<file path="config.mk">
export PLATFORM = sky130hd
export DESIGN_NAME = apb_regbank
export DESIGN_NICKNAME = d
export VERILOG_FILES = /design/src/rtl/apb_regbank.sv
export SDC_FILE = /design/constraint.sdc
export NUM_CORES = 1
export LEC_CHECK = 0
export BUFFER_PORTS_ARGS = -buffer_cell sky130_fd_sc_hd__buf_4
export CAP_MARGIN = 10
export CORE_UTILIZATION = 30
export DETAILED_ROUTE_END_ITERATION = 10
export PLACE_DENSITY_LB_ADDON = 0.12
export SYNTH_ARGS = -nofsm -noshare
export SYNTH_HDL_FRONTEND = slang
export SYNTH_SLANG_ARGS = --single-unit
</file>
<file path="constraint.sdc">
create_clock -name clk -period 19.55 [get_ports clk]
set_input_delay 2.9325 -clock clk [delete_from_list [all_inputs] [get_ports clk]]
set_output_delay 2.9325 -clock clk [all_outputs]
set_load 0.01 [all_outputs]
</file>
<file path="src/rtl/apb_regbank.sv">
// APB slave register bank: read-only ID word, read-only transfer counter and
// byte-strobed R/W words, with a fixed number of wait states per transfer.
module apb_regbank #(
  parameter int unsigned             G_REGWIDTH    = 32,
  parameter int unsigned             G_ADDR_WIDTH  = 32,
  parameter int unsigned             G_NUM_REGS    = 16,
  parameter int unsigned             G_WAIT_CYCLES = 2,
  parameter logic [G_REGWIDTH-1:0]   G_ID          = 32'hA9B0_0001
) (
  input  logic                               clk,
  input  logic                               rst,
  input  logic                               s_apb_psel,
  input  logic                               s_apb_penable,
  input  logic                               s_apb_pwrite,
  input  logic [2:0]                         s_apb_pprot,
  input  logic [G_ADDR_WIDTH-1:0]            s_apb_paddr,
  input  logic [G_REGWIDTH-1:0]              s_apb_pwdata,
  input  logic [G_REGWIDTH/8-1:0]            s_apb_pstrb,
  output logic                               s_apb_pready,
  output logic [G_REGWIDTH-1:0]              s_apb_prdata,
  output logic [G_NUM_REGS*G_REGWIDTH-1:0]   regs_o
);

  localparam int          NB        = G_REGWIDTH / 8;
  localparam int unsigned ADDR_LSB  = $clog2(NB);
  localparam logic [3:0]  WAIT_INIT = (G_WAIT_CYCLES == 0) ? 4'd0 : 4'(G_WAIT_CYCLES - 1);

  typedef enum logic [1:0] {
    S_IDLE,
    S_WAIT,
    S_READY
  } state_e;

  state_e                  state_q, state_d;
  logic [3:0]              wcnt_q, wcnt_d;
  logic [G_ADDR_WIDTH-1:0] addr_q, addr_d;
  logic                    write_q, write_d;
  logic [G_REGWIDTH-1:0]   wdata_q, wdata_d;
  logic [NB-1:0]           strb_q, strb_d;
  logic [G_REGWIDTH-1:0]   prdata_q, prdata_d;
  logic [G_REGWIDTH-1:0]   xfer_cnt_q, xfer_cnt_d;
  logic [G_REGWIDTH-1:0]   rw_q [2:G_NUM_REGS-1];
  logic [G_REGWIDTH-1:0]   rw_d [2:G_NUM_REGS-1];

  logic [G_ADDR_WIDTH-1:0] acc_addr;
  logic [G_ADDR_WIDTH-1:0] acc_idx;
  logic                    acc_write;
  logic [G_REGWIDTH-1:0]   rd_word;
  logic                    load_rd;

  logic unused_pprot;
  assign unused_pprot = ^s_apb_pprot;

  // NOTE: every variable written here gets a default first, so no path can
  // leave one unassigned and infer a latch.
  always_comb begin
    state_d    = state_q;
    wcnt_d     = wcnt_q;
    addr_d     = addr_q;
    write_d    = write_q;
    wdata_d    = wdata_q;
    strb_d     = strb_q;
    prdata_d   = '0;
    xfer_cnt_d = xfer_cnt_q;
    rw_d       = rw_q;
    load_rd    = 1'b0;

    // In IDLE the zero-wait path decodes the live bus; later states use the capture.
    acc_addr  = (state_q == S_IDLE) ? s_apb_paddr  : addr_q;
    acc_write = (state_q == S_IDLE) ? s_apb_pwrite : write_q;
    acc_idx   = acc_addr >> ADDR_LSB;

    rd_word = '0;
    if (acc_idx == '0) begin
      rd_word = G_ID;
    end else if (acc_idx == G_ADDR_WIDTH'(1)) begin
      rd_word = xfer_cnt_q;
    end else begin
      for (int n = 2; n < G_NUM_REGS; n++) begin
        if (acc_idx == G_ADDR_WIDTH'(n)) rd_word = rw_q[n];
      end
    end

    case (state_q)
      S_IDLE: begin
        if (s_apb_psel && !s_apb_penable) begin
          addr_d  = s_apb_paddr;
          write_d = s_apb_pwrite;
          wdata_d = s_apb_pwdata;
          strb_d  = s_apb_pstrb;
          if (G_WAIT_CYCLES == 0) begin
            state_d = S_READY;
            load_rd = 1'b1;
          end else begin
            state_d = S_WAIT;
            wcnt_d  = WAIT_INIT;
          end
        end
      end
      S_WAIT: begin
        if (!s_apb_psel) begin
          state_d = S_IDLE;
        end else if (wcnt_q == 4'd0) begin
          state_d = S_READY;
          load_rd = 1'b1;
        end else begin
          wcnt_d = wcnt_q - 4'd1;
        end
      end
      S_READY: begin
        prdata_d = prdata_q;
        if (s_apb_psel && s_apb_penable) begin
          state_d    = S_IDLE;
          prdata_d   = '0;
          xfer_cnt_d = xfer_cnt_q + G_REGWIDTH'(1);
          if (write_q) begin
            for (int n = 2; n < G_NUM_REGS; n++) begin
              if (acc_idx == G_ADDR_WIDTH'(n)) begin
                for (int k = 0; k < NB; k++) begin
                  if (strb_q[k]) rw_d[n][k*8 +: 8] = wdata_q[k*8 +: 8];
                end
              end
            end
          end
        end else if (!s_apb_psel) begin
          state_d  = S_IDLE;
          prdata_d = '0;
        end
      end
      default: state_d = S_IDLE;
    endcase

    if (load_rd && !acc_write) prdata_d = rd_word;
  end

  // NOTE: sequential state uses non-blocking assignments only, so every flop
  // samples pre-edge values regardless of statement order.
  always_ff @(posedge clk or posedge rst) begin
    if (rst) begin
      state_q    <= S_IDLE;
      wcnt_q     <= 4'd0;
      addr_q     <= '0;
      write_q    <= 1'b0;
      wdata_q    <= '0;
      strb_q     <= '0;
      prdata_q   <= '0;
      xfer_cnt_q <= '0;
      // NOTE: the R/W words are architecturally visible with a defined reset
      // value, so this small array is reset like ordinary flops.
      for (int n = 2; n < G_NUM_REGS; n++) rw_q[n] <= '0;
    end else begin
      state_q    <= state_d;
      wcnt_q     <= wcnt_d;
      addr_q     <= addr_d;
      write_q    <= write_d;
      wdata_q    <= wdata_d;
      strb_q     <= strb_d;
      prdata_q   <= prdata_d;
      xfer_cnt_q <= xfer_cnt_d;
      rw_q       <= rw_d;
    end
  end

  assign s_apb_pready = (state_q == S_READY);
  assign s_apb_prdata = prdata_q;

  assign regs_o[0 +: G_REGWIDTH]          = G_ID;
  assign regs_o[G_REGWIDTH +: G_REGWIDTH] = xfer_cnt_q;
  for (genvar n = 2; n < G_NUM_REGS; n++) begin : g_regs_out
    assign regs_o[n*G_REGWIDTH +: G_REGWIDTH] = rw_q[n];
  end

endmodule

</file>
# After elaboration in Yosys (flattened, before gate mapping)
# Cells that the tools add are included.
[word_totals] ff_bits=587 input_bits=76 out_inout_bits=545 elab_cells=193
[op_classes] add_sub_neg=2 n_eq_ne=23 n_mux=35 reduce_logical=69
[ops] cell="$mux W32" n=21
[ops] cell="$reduce_and A5 Y1" n=56
[ops] cell="$eq A30 B4 Y1 const B" n=8
[ops] cell="$eq A30 B3 Y1 const B" n=4
[ops] cell="$eq A30 B2 Y1 const B" n=2
[ops] cell="$add A32 B1 Y32 const B" n=1
[ops] cell="$logic_not A32 Y1" n=1
[ops] cell="$eq A30 B1 Y1 const B" n=1
[ops] cell="$mux W4" n=3
[ops] cell="$mux W2" n=5
[ops] cell="$pmux W4 S2" n=1
[ops] cell="$pmux W2 S3" n=1
[ops] cell="$logic_not A4 Y1" n=1
[ops] cell="$mux W1" n=4
[ops] cell="$ne A2 B2 Y1 const B" n=2
[ops] cell="$ne A4 B2 Y1 const B" n=1
[ops] cell="$reduce_and A2 Y1" n=2
[ops] cell="$reduce_and A4 Y1" n=1
[ops] cell="$sub A4 B1 Y4 const B" n=1
[ops] cell="$logic_and A1 B1 Y1" n=3
[ops] cell="$ne A3 B2 Y1 const B" n=1
[ops] cell="$ne A3 B3 Y1 const B" n=1
[ops] cell="$reduce_and A3 Y1" n=1
[ops] cell="$eq A2 B1 Y1 const B" n=1
[ops] cell="other kinds (5)" n=6

# Longest topological paths before layout
[depth] ltp_word=20 mapped_depth=12 mapped_depth_nobuf=8

# Worst setup path after synthesis
# Ideal clock, no wire load.
[synth_path] path_type="input port to flip-flop" start="input port s_apb_paddr[6]" end="register rw_q (netlist bit regs_o[384])" setup_ns=0.125 arrival_ns=5.030 required_ns=19.425 slack_ns=14.396 cell_stages=7 n_path_buf=1 path_cell_list="nor4_1 -> a32o_1 -> a21boi_2 -> buf_2 -> nand4_1 -> nor2_2 -> mux2_2"
[synth_via] elab_chain_len=3
[synth_rtl] element="from (decl)" line_no="16" text="input logic [G_ADDR_WIDTH-1:0] s_apb_paddr,"
[synth_rtl] element="$mux W32" line_no="69" text="acc_addr = (state_q == S_IDLE) ? s_apb_paddr : addr_q;"
[synth_rtl] element="$eq A30 B4 Y1" line_no="118" text="if (acc_idx == G_ADDR_WIDTH'(n)) begin"
[synth_rtl] element="$reduce_and A5 Y1 (no source line)"
[synth_rtl] element="to (signal assigned)" line_no="160" text="rw_q <= rw_d;"
[synth_rtl] element="to (decl)" line_no="42" text="logic [G_REGWIDTH-1:0] rw_q [2:G_NUM_REGS-1];"
# Every way passes these cells.
# A chain may end at the register's enable or synchronous reset.

# Worst setup path in the final report
[layout_path] start="input port s_apb_paddr[6]" end="register prdata_q[27], in the netlist s_apb_prdata[27]"
[layout_via] elab_chain_len=19 word_cells_on_any_way=34 cone_classes="15 x eq/ne; 18 x mux; 1 x reduce/logical"
[layout_rtl] element="$mux W32 (*)" line_no="69"
[layout_rtl] element="$eq A30 B2 Y1" line_no="80" text="if (acc_idx == G_ADDR_WIDTH'(n)) rd_word = rw_q[n];"
[layout_rtl] element="$mux W32 (14 in series)" line_no="80"
[layout_rtl] element="$mux W32" line_no="76" text="end else if (acc_idx == G_ADDR_WIDTH'(1)) begin"
[layout_rtl] element="$mux W32 (*)" line_no="74" text="if (acc_idx == '0) begin"
[layout_rtl] element="$mux W32 (*)" line_no="133" text="if (load_rd && !acc_write) prdata_d = rd_word;"
[layout_rtl] element="to (signal assigned)" line_no="158" text="prdata_q <= prdata_d;"
[layout_rtl] element="to (decl)" line_no="40" text="logic [G_REGWIDTH-1:0] prdata_q, prdata_d;"
# Mark *: on every way between the ends. The rest lies on a longest branch, timed or not.

==> impl_table.tex <==
\begin{tabular}{lr}
\hline
Metric & Value \\
\hline
\multicolumn{2}{l}{\textbf{Timing}} \\
\quad Final clock period utilization by the worst path & 0.338 \\
\quad Final setup viols & 0 \\
\quad Count of endpoints failing hold in the final timing report & 0 \\
\quad Slew Limit Fails & 0 \\
\quad RSZ-0062 raised after global routing & false \\
\quad Aggregate negative setup slack & 0 ns \\
\quad Remaining max-slew budget at the tightest pin & 0.136 \\
\quad Highest Clock Rate & roughly 150 MHz \\
\quad Skew final & roughly 0.026 ns \\
\quad Tightest hold margin & approximately 0.5 ns \\
\quad Min Tclk post-route & between 6 and 7 ns \\
\quad Measured slew at the worst slew-check pin & roughly 1.3 ns \\
\multicolumn{2}{l}{\textbf{Setup path}} \\
\quad CP Launch Type & input pin \\
\quad Worst-case register-to-register setup slack & approximately 15 ns \\
\quad Critical Path End & s\_apb\_prdata[27] \\
\quad Required time at the worst-slack endpoint & 20.03 ns \\
\quad Worst Path Class, Setup & input pin to flip-flop \\
\quad First element of the critical path & s\_apb\_paddr[6] \\
\quad Critical Path AT & $\sim$7 ns \\
\quad Cells on worst reg2reg path & 10 \\
\quad Capturing point of the worst reg2reg path & s\_apb\_prdata[27] \\
\quad Reg-to-reg startpoint & state\_q[1] \\
\quad Worst setup EP type & flip-flop \\
\quad Max FO, Critical Path & 16 \\
\multicolumn{2}{l}{\textbf{Pwr}} \\
\quad Worst IR Drop VDD & approximately 0.000062 V \\
\quad Power density cells & 87.1 nW/um2 \\
\quad Leak & around 17 nW \\
\quad Total chip power & 3.03 mW \\
\multicolumn{2}{l}{\textbf{Route}} \\
\quad Wire per inst & about 34 um \\
\quad Remaining routing DRC violations & 0 \\
\quad Iteration-0 DRC Markers & between 1500 and 2000 \\
\quad Number of vias per cell & approximately 5.6 \\
\quad Post-detailed-routing wire length & $\sim$130000 um \\
\quad Count of nets left with antenna violations after detail routing & 0 \\
\quad First drt pass iteration count & 5 \\
\quad Vias after detailed routing & roughly 22000 \\
\multicolumn{2}{l}{\textbf{Synthesis}} \\
\quad Async SR Flop Fraction & 1.00 \\
\quad Ys Warns & 0 \\
\quad EDFF count, synth & 0 \\
\quad Flip-flop cell with the highest count after synthesis & sky130\_fd\_sc\_hd\_\_dfrtp\_1 \\
\quad Post-Synthesis Cell Area & around 27000 um2 \\
\quad Number of synthesized register bits & between 500 and 600 \\
\quad Top post-synthesis cells by area & sky130\_fd\_sc\_hd\_\_dfrtp\_1 55\%, sky130\_fd\_sc\_hd\_\_mux2\_2 20\%, sky130\_fd\_sc\_hd\_\_mux2\_1 2.1\% \\
\quad Portion of synthesized cell area occupied by the leading cell type & 0.548 \\
\quad Seq/Total Area, Yosys & 0.548 \\
\quad Synthesized instance count & roughly 2200 \\
\quad Yosys top cell by area & sky130\_fd\_sc\_hd\_\_dfrtp\_1 \\
\quad Count of distinct cell types in the synthesized netlist & 76 \\
\quad Mapped Avg Cell Area & $\sim$12 um2 \\
\multicolumn{2}{l}{\textbf{Status}} \\
\quad Result of the run & completed \\
\multicolumn{2}{l}{\textbf{Global route}} \\
\quad Largest net degree at the start of global routing & 167 \\
\quad First-pass GRT wire length & 184000 um \\
\quad Global router's overall resource usage & 0.291 \\
\quad Total congestion overflow after global routing & 0 \\
\quad Via count of the first global-routing pass & 22400 \\
\quad Number of antenna violations at the first check in global routing & 4 \\
\multicolumn{2}{l}{\textbf{Clock network}} \\
\quad Max clock buf depth & 3 \\
\quad Source-to-sink clock delay at the later pin of the worst-skew pair & around 0.63 ns \\
\quad Clock sink count & between 500 and 600 \\
\quad TritonCTS clock tree & built \\
\quad Post-CTS Hold Fix Bufs & 0 \\
\quad Clk slew on worst S/H paths & 0.06 ns \\
\quad Clock buffer count from CTS & 71 \\
\quad Number of instances resized during post-cts repair & 0 \\
\quad CTS HTree Levels & 3 \\
\quad Master cell of the clock root buffer & sky130\_fd\_sc\_hd\_\_clkbuf\_16 \\
\quad Post CTS Setup Buffer Count & 0 \\
\multicolumn{2}{l}{\textbf{Placement}} \\
\quad Number of buffer cells added on primary ports & 583 \\
\quad DP Cell Count & $\sim$3900 \\
\quad Final RePlAce weighted congestion & 0.851 \\
\quad Total half-perimeter wirelength after legalization and detailed placement & between 90000 and 100000 um \\
\multicolumn{2}{l}{\textbf{Floorplan}} \\
\quad Die area & 90200 um2 \\
\quad Chip width & roughly 300 um \\
\quad Die height & 300 um \\
\quad Effective utilization at floorplan & 0.303 \\
\quad Num ports & $\sim$620 \\
\quad Core footprint & 88200 um2 \\
\quad Core Rows & around 110 \\
\multicolumn{2}{l}{\textbf{Flow run}} \\
\quad Maximum Capacitance Violations & 0 \\
\multicolumn{2}{l}{\textbf{Final layout}} \\
\quad Most common library cell in the layout ignoring fill and taps & sky130\_fd\_sc\_hd\_\_buf\_4 \\
\quad Filler Cells Inserted & about 8600 \\
\quad Most frequent cells in the layout & 640 x sky130\_fd\_sc\_hd\_\_buf\_4, 585 x sky130\_fd\_sc\_hd\_\_dfrtp\_1, 465 x sky130\_fd\_sc\_hd\_\_mux2\_2 \\
\quad Final cell count without fillers & between 3000 and 4000 \\
\quad Area added between synthesis and finish & 30.5\% \\
\quad Net count of the finished layout & between 2000 and 3000 \\
\quad Share of layout cells above drive strength 1 & 0.459 \\
\multicolumn{2}{l}{\textbf{Worst hold path}} \\
\quad Startpoint of the most critical hold path & s\_apb\_prdata[10] \\
\quad Type of the most critical hold path & flip-flop to flip-flop \\
\hline
\end{tabular}
stage by stage:
stage / worst slack (ns) / utilization / instance area, um2
after detailed placement: 12.35 / 0.369 / 32500
after global placement: 12.30 / 0.368 / 32500
final: 12.95 / 0.395 / 34900
after floorplan: 0.248 / - / 26800
after CTS: 13.00 / 0.395 / 34800
after global routing: 12.89 / 0.395 / 34800
area by class of cell:
cell class	instances	area [um2]	share of cell area
sequential	585	14600	0.420
multi-input combinational	1453	11500	0.331
timing repair buffer	642	4840	0.139
clock buffer	97	2010	0.0576
tap	1165	1460	0.0418
clock inverter	25	315	0.00905
inverter	13	56.3	0.00162
antenna	2	5.00	0.000144
power breakdown:
group,internal (mW),switching [mW],total (mW)
combinational,0.0983,0.168,0.267
clock,0.788,0.549,1.34
sequential,1.27,0.159,1.43
cells by family (layout without fill, tap and decap cells):
group	after synthesis	in the layout	share of synthesized area
adders and majority gates	3	3	0.00141
muxes	526	526	0.222
xor gates and xnor gates	32	32	0.0105
and+or+nand+nor	445	445	0.0831
DFF	585	585	0.548
AOI/OAI and AO/OA	415	415	0.104
other	2	34	0.000281
buffers and inverters	171	777	0.0305
sequential cells by signal, indices dropped and copies added (netlist names):
register      flops
write_q           1
xfer_cnt_q       32
wdata_q          32
wcnt_q            4
regs_o          448
s_apb_prdata     32
state_q           2
strb_q            4
addr_q           30
worst max-delay path: stages:
cell and delay [ns]:
sky130_fd_sc_hd__buf_4 0.11, sky130_fd_sc_hd__nor4_1 0.69, sky130_fd_sc_hd__a32o_1 0.47, sky130_fd_sc_hd__a21boi_2 0.24
sky130_fd_sc_hd__buf_4 0.27, sky130_fd_sc_hd__nand3_1 0.85, sky130_fd_sc_hd__buf_4 0.57, sky130_fd_sc_hd__nand2b_1 0.43
sky130_fd_sc_hd__nor4_1 0.17, sky130_fd_sc_hd__a221oi_1 0.26, sky130_fd_sc_hd__nand2_1 0.07
worst min-delay path by stage:
stage / endpoint / slack (ns) / depth (start not counted)
after global routing: s_apb_prdata[19] / 0.53 / 2
final: s_apb_prdata[10] / 0.50 / 2
after detailed placement: s_apb_prdata[10] / 0.49 / 2
after global placement: wcnt_q[0] / 0.48 / 1
after CTS: s_apb_prdata[19] / 0.50 / 2
after floorplan: wcnt_q[0] / 0.46 / 1
cells in the mapped netlist (8+ instances only):
cell                        number
sky130_fd_sc_hd__xor2_1          8
sky130_fd_sc_hd__mux2_1         50
sky130_fd_sc_hd__a22o_1          8
sky130_fd_sc_hd__and3_1         22
sky130_fd_sc_hd__mux2_2        466
sky130_fd_sc_hd__a21oi_1        97
sky130_fd_sc_hd__buf_2          31
sky130_fd_sc_hd__o22ai_1        24
sky130_fd_sc_hd__nor2_1        101
sky130_fd_sc_hd__buf_4          33
sky130_fd_sc_hd__a222oi_1       29
sky130_fd_sc_hd__a2bb2oi_1      10
sky130_fd_sc_hd__o21ai_1        36
sky130_fd_sc_hd__nand2_1       133
sky130_fd_sc_hd__o211ai_1       11
sky130_fd_sc_hd__xnor2_1        24
sky130_fd_sc_hd__dfrtp_1       585
sky130_fd_sc_hd__o21ai_0        64
sky130_fd_sc_hd__nand3_1        45
sky130_fd_sc_hd__nand4_1        17
sky130_fd_sc_hd__a22oi_1        46
sky130_fd_sc_hd__nor3_1         22
sky130_fd_sc_hd__a221oi_1       23
sky130_fd_sc_hd__inv_1          13
sky130_fd_sc_hd__clkbuf_1       88
sky130_fd_sc_hd__mux2i_1         9
sky130_fd_sc_hd__nor2_2         33
sky130_fd_sc_hd__nor4_1         26
sky130_fd_sc_hd__o221ai_1        8
sky130_fd_sc_hd__a2111oi_0       9
routing by layer:
layer | GRT usage | share of wire
met2 | 0.474 | 0.47
met3 | 0.0610 | 0.072
met5 | 0 | 0.000067
met4 | 0.117 | 0.041
met1 | 0.377 | 0.41
Power figures use the tool's default switching activity.
